<file path="src/rtl/mixed_radix_add_stage.sv">
`default_nettype none
// ============================================================================
// Module      : mixed_radix_add_stage
// Description : Clocked 1-of-RA + 1-of-RB digit adder on a four-phase
//               DATA/NULL handshake, with sticky illegal-code flag and a
//               completed-wavefront counter.
// Revision    : 1.0  initial release
// ============================================================================
module mixed_radix_add_stage #(
    parameter int RA    = 2,
    parameter int RB    = 3,
    parameter int CNT_W = 16
) (
    input  logic                clk,
    input  logic                init_n,
    input  logic [RA-1:0]       a_rail,
    input  logic [RB-1:0]       b_rail,
    input  logic                out_ack,
    output logic [RA+RB-2:0]    q_rail,
    output logic                in_ack,
    output logic                err,
    output logic [CNT_W-1:0]    wave_cnt
);

    localparam int QW = RA + RB - 1;

    localparam logic [RA-1:0]    C_A_ONE   = RA'(1);
    localparam logic [RB-1:0]    C_B_ONE   = RB'(1);
    localparam logic [CNT_W-1:0] C_CNT_ONE = CNT_W'(1);

    typedef enum logic [0:0] {
        HOLD_NULL = 1'b0,
        HOLD_DATA = 1'b1
    } state_t;

    state_t           r_state;
    state_t           w_state_nxt;
    logic [QW-1:0]    r_q;
    logic [QW-1:0]    w_q_nxt;
    logic             r_err;
    logic             w_err_nxt;
    logic [CNT_W-1:0] r_cnt;
    logic [CNT_W-1:0] w_cnt_nxt;

    logic             w_a_null;
    logic             w_a_multi;
    logic             w_a_data;
    logic             w_b_null;
    logic             w_b_multi;
    logic             w_b_data;
    logic             w_illegal;
    logic             w_enable;
    logic [QW-1:0]    w_sum;

    // x & (x-1) clears the lowest set bit, so it is non-zero only when
    // two or more rails are high.
    assign w_a_null  = ~|a_rail;
    assign w_a_multi = |(a_rail & (a_rail - C_A_ONE));
    assign w_a_data  = ~w_a_null & ~w_a_multi;
    assign w_b_null  = ~|b_rail;
    assign w_b_multi = |(b_rail & (b_rail - C_B_ONE));
    assign w_b_data  = ~w_b_null & ~w_b_multi;
    assign w_illegal = w_a_multi | w_b_multi;
    assign w_enable  = ~out_ack;

    // Rail-level sum: with both operands one-hot exactly one product term
    // fires, landing on rail a+b, so no binary encode/decode is needed.
    always_comb begin
        w_sum = '0;
        for (int i = 0; i < RA; i++) begin
            for (int j = 0; j < RB; j++) begin
                w_sum[i+j] = w_sum[i+j] | (a_rail[i] & b_rail[j]);
            end
        end
    end

    always_comb begin
        w_state_nxt = r_state;
        w_q_nxt     = r_q;
        w_cnt_nxt   = r_cnt;
        w_err_nxt   = r_err | w_illegal;
        case (r_state)
            HOLD_NULL: begin
                if (!w_illegal && w_enable && w_a_data && w_b_data) begin
                    w_q_nxt     = w_sum;
                    w_state_nxt = HOLD_DATA;
                end
            end
            HOLD_DATA: begin
                if (!w_illegal && out_ack && w_a_null && w_b_null) begin
                    w_q_nxt     = '0;
                    w_cnt_nxt   = r_cnt + C_CNT_ONE;
                    w_state_nxt = HOLD_NULL;
                end
            end
            default: begin
                w_q_nxt     = '0;
                w_state_nxt = HOLD_NULL;
            end
        endcase
    end

    always_ff @(posedge clk or negedge init_n) begin
        if (!init_n) begin
            r_state <= HOLD_NULL;
            r_q     <= '0;
            r_err   <= 1'b0;
            r_cnt   <= '0;
        end else begin
            r_state <= w_state_nxt;
            r_q     <= w_q_nxt;
            r_err   <= w_err_nxt;
            r_cnt   <= w_cnt_nxt;
        end
    end

    assign q_rail   = r_q;
    assign in_ack   = (r_state == HOLD_DATA);
    assign err      = r_err;
    assign wave_cnt = r_cnt;

endmodule
`default_nettype wire

</file>
<file path="config.mk">
export PLATFORM = sky130hd
export DESIGN_NAME = mixed_radix_add_stage
export DESIGN_NICKNAME = d
export VERILOG_FILES = /design/src/rtl/mixed_radix_add_stage.sv
export SDC_FILE = /design/constraint.sdc
export NUM_CORES = 1
export LEC_CHECK = 0
export ABC_CLOCK_PERIOD_IN_PS = 2550
export CAP_MARGIN = 20
export CORE_MARGIN = 10
export CORE_UTILIZATION = 50
export CTS_CLUSTER_DIAMETER = 50
export CTS_CLUSTER_SIZE = 30
export DETAILED_ROUTE_END_ITERATION = 6
export PLACE_DENSITY = 0.87
export SLEW_MARGIN = 30
export SYNTH_ARGS = -nofsm -noshare
export SYNTH_HDL_FRONTEND = slang
export SYNTH_SLANG_ARGS = --single-unit
export TNS_END_PERCENT = 100
</file>
<file path="constraint.sdc">
create_clock -name clk -period 2.55 [get_ports clk]
set_input_delay 0.6375 -clock clk [delete_from_list [all_inputs] [get_ports clk]]
set_output_delay 0.6375 -clock clk [all_outputs]
set_load 0.005 [all_outputs]
</file>
Word level (Yosys, flattened, before mapping)
Index checks and enable logic that the tools add are counted.
Widths: inputs -> output; s select.
{ "word_totals": {"ff_bits": 22, "latch_bits": 0, "mem_bits_rw": 0, "rom_bits": 0, "in_bits": 8, "output_inout_bits": 22, "n_memories": 0} }
{ "classes": {"n_addsub": 3, "n_mul": 0, "div": 0, "magnitude_cmp": 0, "n_eq_ne": 2, "shifts": 0, "mux": 6, "bitwise_logic": 18, "reduce_logical": 15} }
{ "ops": {"columns": ["operator", "count"], "rows": [
  ["$add 16x1->16 const B", 1],
  ["$and 1x1->1", 8],
  ["$mux 4", 2],
  ["$pmux 4 s2", 1],
  ["$logic_and 1x1->1", 6],
  ["$reduce_or 3->1", 2],
  ["$not 1->1", 4],
  ["$or 1x1->1", 4],
  ["$reduce_and 2->1", 2],
  ["$reduce_or 2->1", 2],
  ["$and 3x3->3", 1],
  ["$logic_not 1->1", 3],
  ["$sub 3x1->3 const B", 1],
  ["$and 2x2->2", 1],
  ["$mux 1", 2],
  ["$ne 2x1->1 const B", 1],
  ["$ne 2x2->1 const B", 1],
  ["$pmux 1 s2", 1],
  ["$sub 2x1->2 const B", 1]
]} }

Logic depth before layout (Yosys ltp)
{ "logic_depth": {"ltp_word": 10, "mapped_depth": 6, "ltp_nobuf": 6} }

Worst setup path before layout
No wires, ideal clock.
{ "synth_path": {"path_type": "input-to-reg", "startpoint": "input a_rail[0]", "endpoint": "register r_q[1], in the netlist q_rail[1]", "setup_ns": 0.128, "arrival_ns": 1.911, "setup_slack_ns": 0.512, "stages": 6, "path_cell_list": "inv_1 > ha_1 > or4b_1 > nor3_2 > nor2_2 > mux2_1"} }
{ "synth_via": {"elab_chain_cells": 10} }
{ "synth_rtl": {"columns": ["item", "line", "source"], "rows": [
  ["from (decl)", "16", "input logic [RA-1:0] a_rail,"],
  ["$sub 2x1->2", "58", "assign w_a_multi = |(a_rail & (a_rail - C_A_ONE));"],
  ["$and 2x2->2", "58", null],
  ["$reduce_or 2->1", "58", null],
  ["$or 1x1->1", "63", "assign w_illegal = w_a_multi | w_b_multi;"],
  ["$logic_not 1->1", "84, 90", null],
  ["$logic_and 1x1->1, on equally long branches (3 in a row)", "84, 90", null],
  ["$ne 2x2->1 (no source line) or $ne 2x1->1 (tied branches)", null, null],
  ["$reduce_and 2->1 (no source line)", null, null],
  ["to (signal assigned)", "111", "r_q <= w_q_nxt;"],
  ["to (decl)", "38", "logic [QW-1:0] r_q;"]
]} }
Parallel ways exist; a longest one is shown, timed or not. The select of a mux whose other input is x is not followed.
A chain may end at the register's enable or synchronous reset.

Worst setup path after layout
Ends and elaborated chain as after synthesis.

==> reports/metrics.csv <==
metric;value;unit
synth top area cells;dfrtp_1 (52%), xor2_1 (7.4%), xnor2_1 (4.9%);
Net Switching;220;µW
leakage;0.000713;µW
#FFs+latches synth;22;
area leader, netlist;dfrtp_1;
die width;66.2;µm
worst hold path type;flop to flop;
RSZ-0062 raised after global routing;false;
largest net degree at the start of global routing;23;
H-Tree Depth;1;
grt total ovfl;0;
pre-CTS setup slack;-0.0594;ns
Final Core Density;73.1;%
I/O Buffers;29;
clk buf depth;2;
Syn-to-layout area delta;37.3;%
WHS Endpoint;wave_cnt[15]$_DFFE_PN0P_;
CP max FO;3;
Synth Area in Compound Gates;2.46;%
post-synth top area share;51.6;%
Max-cap violations;0;
Worst Skew;0.00520;ns
gr usage total;11.2;%
final worst slack;0.274;ns
diode count;0;
combinational power share;24.8;%
Worst Path Arrival;2.47;ns
GR Util met3;4.75;%
FF-to-FF setup slack;0.81;ns
Worst-Margin Slew;0.322;ns
Clock transition at path regs;0.12;ns
Via Count;838;
Sw Share;26.3;%
GRT busiest layer;met2;
Syn Inst Count;97;
Root Buffer;clkbuf_4;
post-cts gate resize count;0;
Clk pwr share;22.4;%
Critical R2R Capture;q_rail[1]$_DFFE_PN0P_;
die height;66.2;µm
Via density;5.17;
Nets;147;
met2 Use GR;19.4;%
DPL Wire Length;1.89;mm
Post-Syn Nets;108;
run status;completed;
Max-slew headroom;78.5;%
first-pass GRT wire length;3.90;mm
Synth Area per Inst;11.0;µm²
placed instance count;158;
worst reg2reg path startpoint;in_ack$_DFF_PN0_;
number of buffers created by CTS;3;
post-CTS setup buffer count;0;
IO Pins;30;
drt wl/cell;14.3;µm
Achievable Freq;439;MHz
DRC;0;
ys flop type;dfrtp_1;
Post-Syn Area;1070;µm²
post-route setup TNS;0;ns
final setup vio count;0;
Clock Latency Late Sink;0.30;ns
P_int;617;µW
vias in the first global route;890;
Site Rows;16;
initial antenna violation count;0;
Post-synth EDFFs;0;
CTS tree;done;
most common cell in the synthesized netlist;dfrtp_1;
total power per unit cell area;572;nW/µm²
Critical Path Source Type;input pin;
Tcrit/Tclk final;89.2;%
Post-Synth XOR/XNOR Area;12.3;%
initial detailed-routing violation count;21;
critical path endpoint category;flop;
final wirelength;2.32;mm
Final Non-Filler Cells;162;
distinct cell type count of the synthesized netlist;28;
synth warn;0;
CTS Sinks;22;
adder-cell share of the synthesized area;4.46;%
Seq/Total Area, Yosys;51.6;%
RePlAce Congestion;0.737;
Reg power frac;52.7;%
Min Hold Slack;0.480;ns
CORE AREA;2000;µm²
Post-CTS Hold Fix Bufs;0;
Final Max Slew Viols;0;
main combinational cell family by area after synthesis;simple AND/OR/NAND/NOR gates;
asr flop ratio synth;100;%
starting density of the core;53.2;%
Post-Synth Simple-Gate Area;22.7;%
R2R depth;4;
hold path start;wave_cnt[15]$_DFFE_PN0P_;
GR Util met1;11.4;%
VDD IR-drop max;0.000410;V
synth cell count leaders;dfrtp_1 (22), nand2_1 (12), xor2_1 (9);
iteration count of the initial detailed-routing pass;4;
antenna-violating nets left;0;
mux cell area share after synthesis;3.99;%
crit path kind;input pin to flop;
hold path depth;1;
layout cell share with drive strength beyond 1;11.1;%
Final min period;2.28;ns
die area;4380;µm²
Worst Path Required;2.74;ns
final hold violations;0;
-- cells by family after synthesis --
kind of cell / count (synthesis)
multiplexers: 4
buffers and inverters: 7
adder cells (fa/ha/maj): 4
XOR/XNOR: 15
AO/OA/AOI/OAI: 3
flip-flops: 22
AND/OR/NAND/NOR: 42
-- sequential cells by signal, summed over array words and instances, names as in the netlist --
name and cells:
err 1, in_ack 1, q_rail 4, wave_cnt 16
-- power by group through the flow --
stage | clock, µW | sequential (µW) | combinational [µW]
floorplan | 0 | 444 | 68.5
global placement | 0 | 443 | 205
detailed placement | 0 | 446 | 214
CTS | 193 | 441 | 215
global route | 205 | 449 | 231
finish | 188 | 441 | 208
-- layer usage --
metal / share of wire [%] / vias to the layer above
li1: - / 410
met1: 40 / 407
met5: 0 / -
met4: 0.43 / 0
met2: 50 / 19
met3: 9.5 / 2
-- worst max-delay path by stage --
| stage | from | end | slack [ns] | cells after the start |
|---|---|---|---|---|
| after floorplan | a_rail[0] | q_rail[1]$_DFFE_PN0P_ | 0.51 | 6 |
| after global placement | a_rail[0] | q_rail[2]$_DFFE_PN0P_ | 0.002 | 7 |
| after detailed placement | a_rail[0] | q_rail[1]$_DFFE_PN0P_ | -0.06 | 7 |
| after CTS | a_rail[0] | q_rail[1]$_DFFE_PN0P_ | 0.28 | 7 |
| after global routing | a_rail[0] | q_rail[1]$_DFFE_PN0P_ | 0.22 | 7 |
| final | a_rail[0] | q_rail[1]$_DFFE_PN0P_ | 0.27 | 7 |
-- cell type report --
type                            instances  area [µm²]
Clock buffer                            4        36.3
Sequential cell                        22         551
Tap cell                               27        33.8
Inverter                                7        26.3
Timing Repair Buffer                   34         328
Fill cell                             138         538
Multi-Input combinational cell         68         489
-- critical path, stage by stage --
cell and delay (ns):
clkdlybuf4s50_1 0.48, inv_1 0.06, ha_1 0.26, or4b_1 0.44
nor3_2 0.17, nor2_2 0.09, mux2_1 0.32
-- cell usage in the layout (no fill, tap or decap), types with 2 or more instances in the layout --
cell type         n
inv_1             7
nand3_1           3
nor4_1            2
mux2_1            2
xnor2_1           6
buf_4             5
nor3_1            7
dfrtp_1          22
nand2_1          12
clkbuf_4          3
nor2_1            4
ha_1              3
clkdlybuf4s50_1  29
xor2_1            9
nand4_1           2
a22o_1            2
mux2i_1           2
-- stage by stage --
step	power [µW]	cell area [µm²]
after CTS	848	1460
after global routing	885	1460
final	837	1460
after detailed placement	660	1430
after global placement	649	1430
after floorplan	512	1070
(Power assumes the default switching activity.)
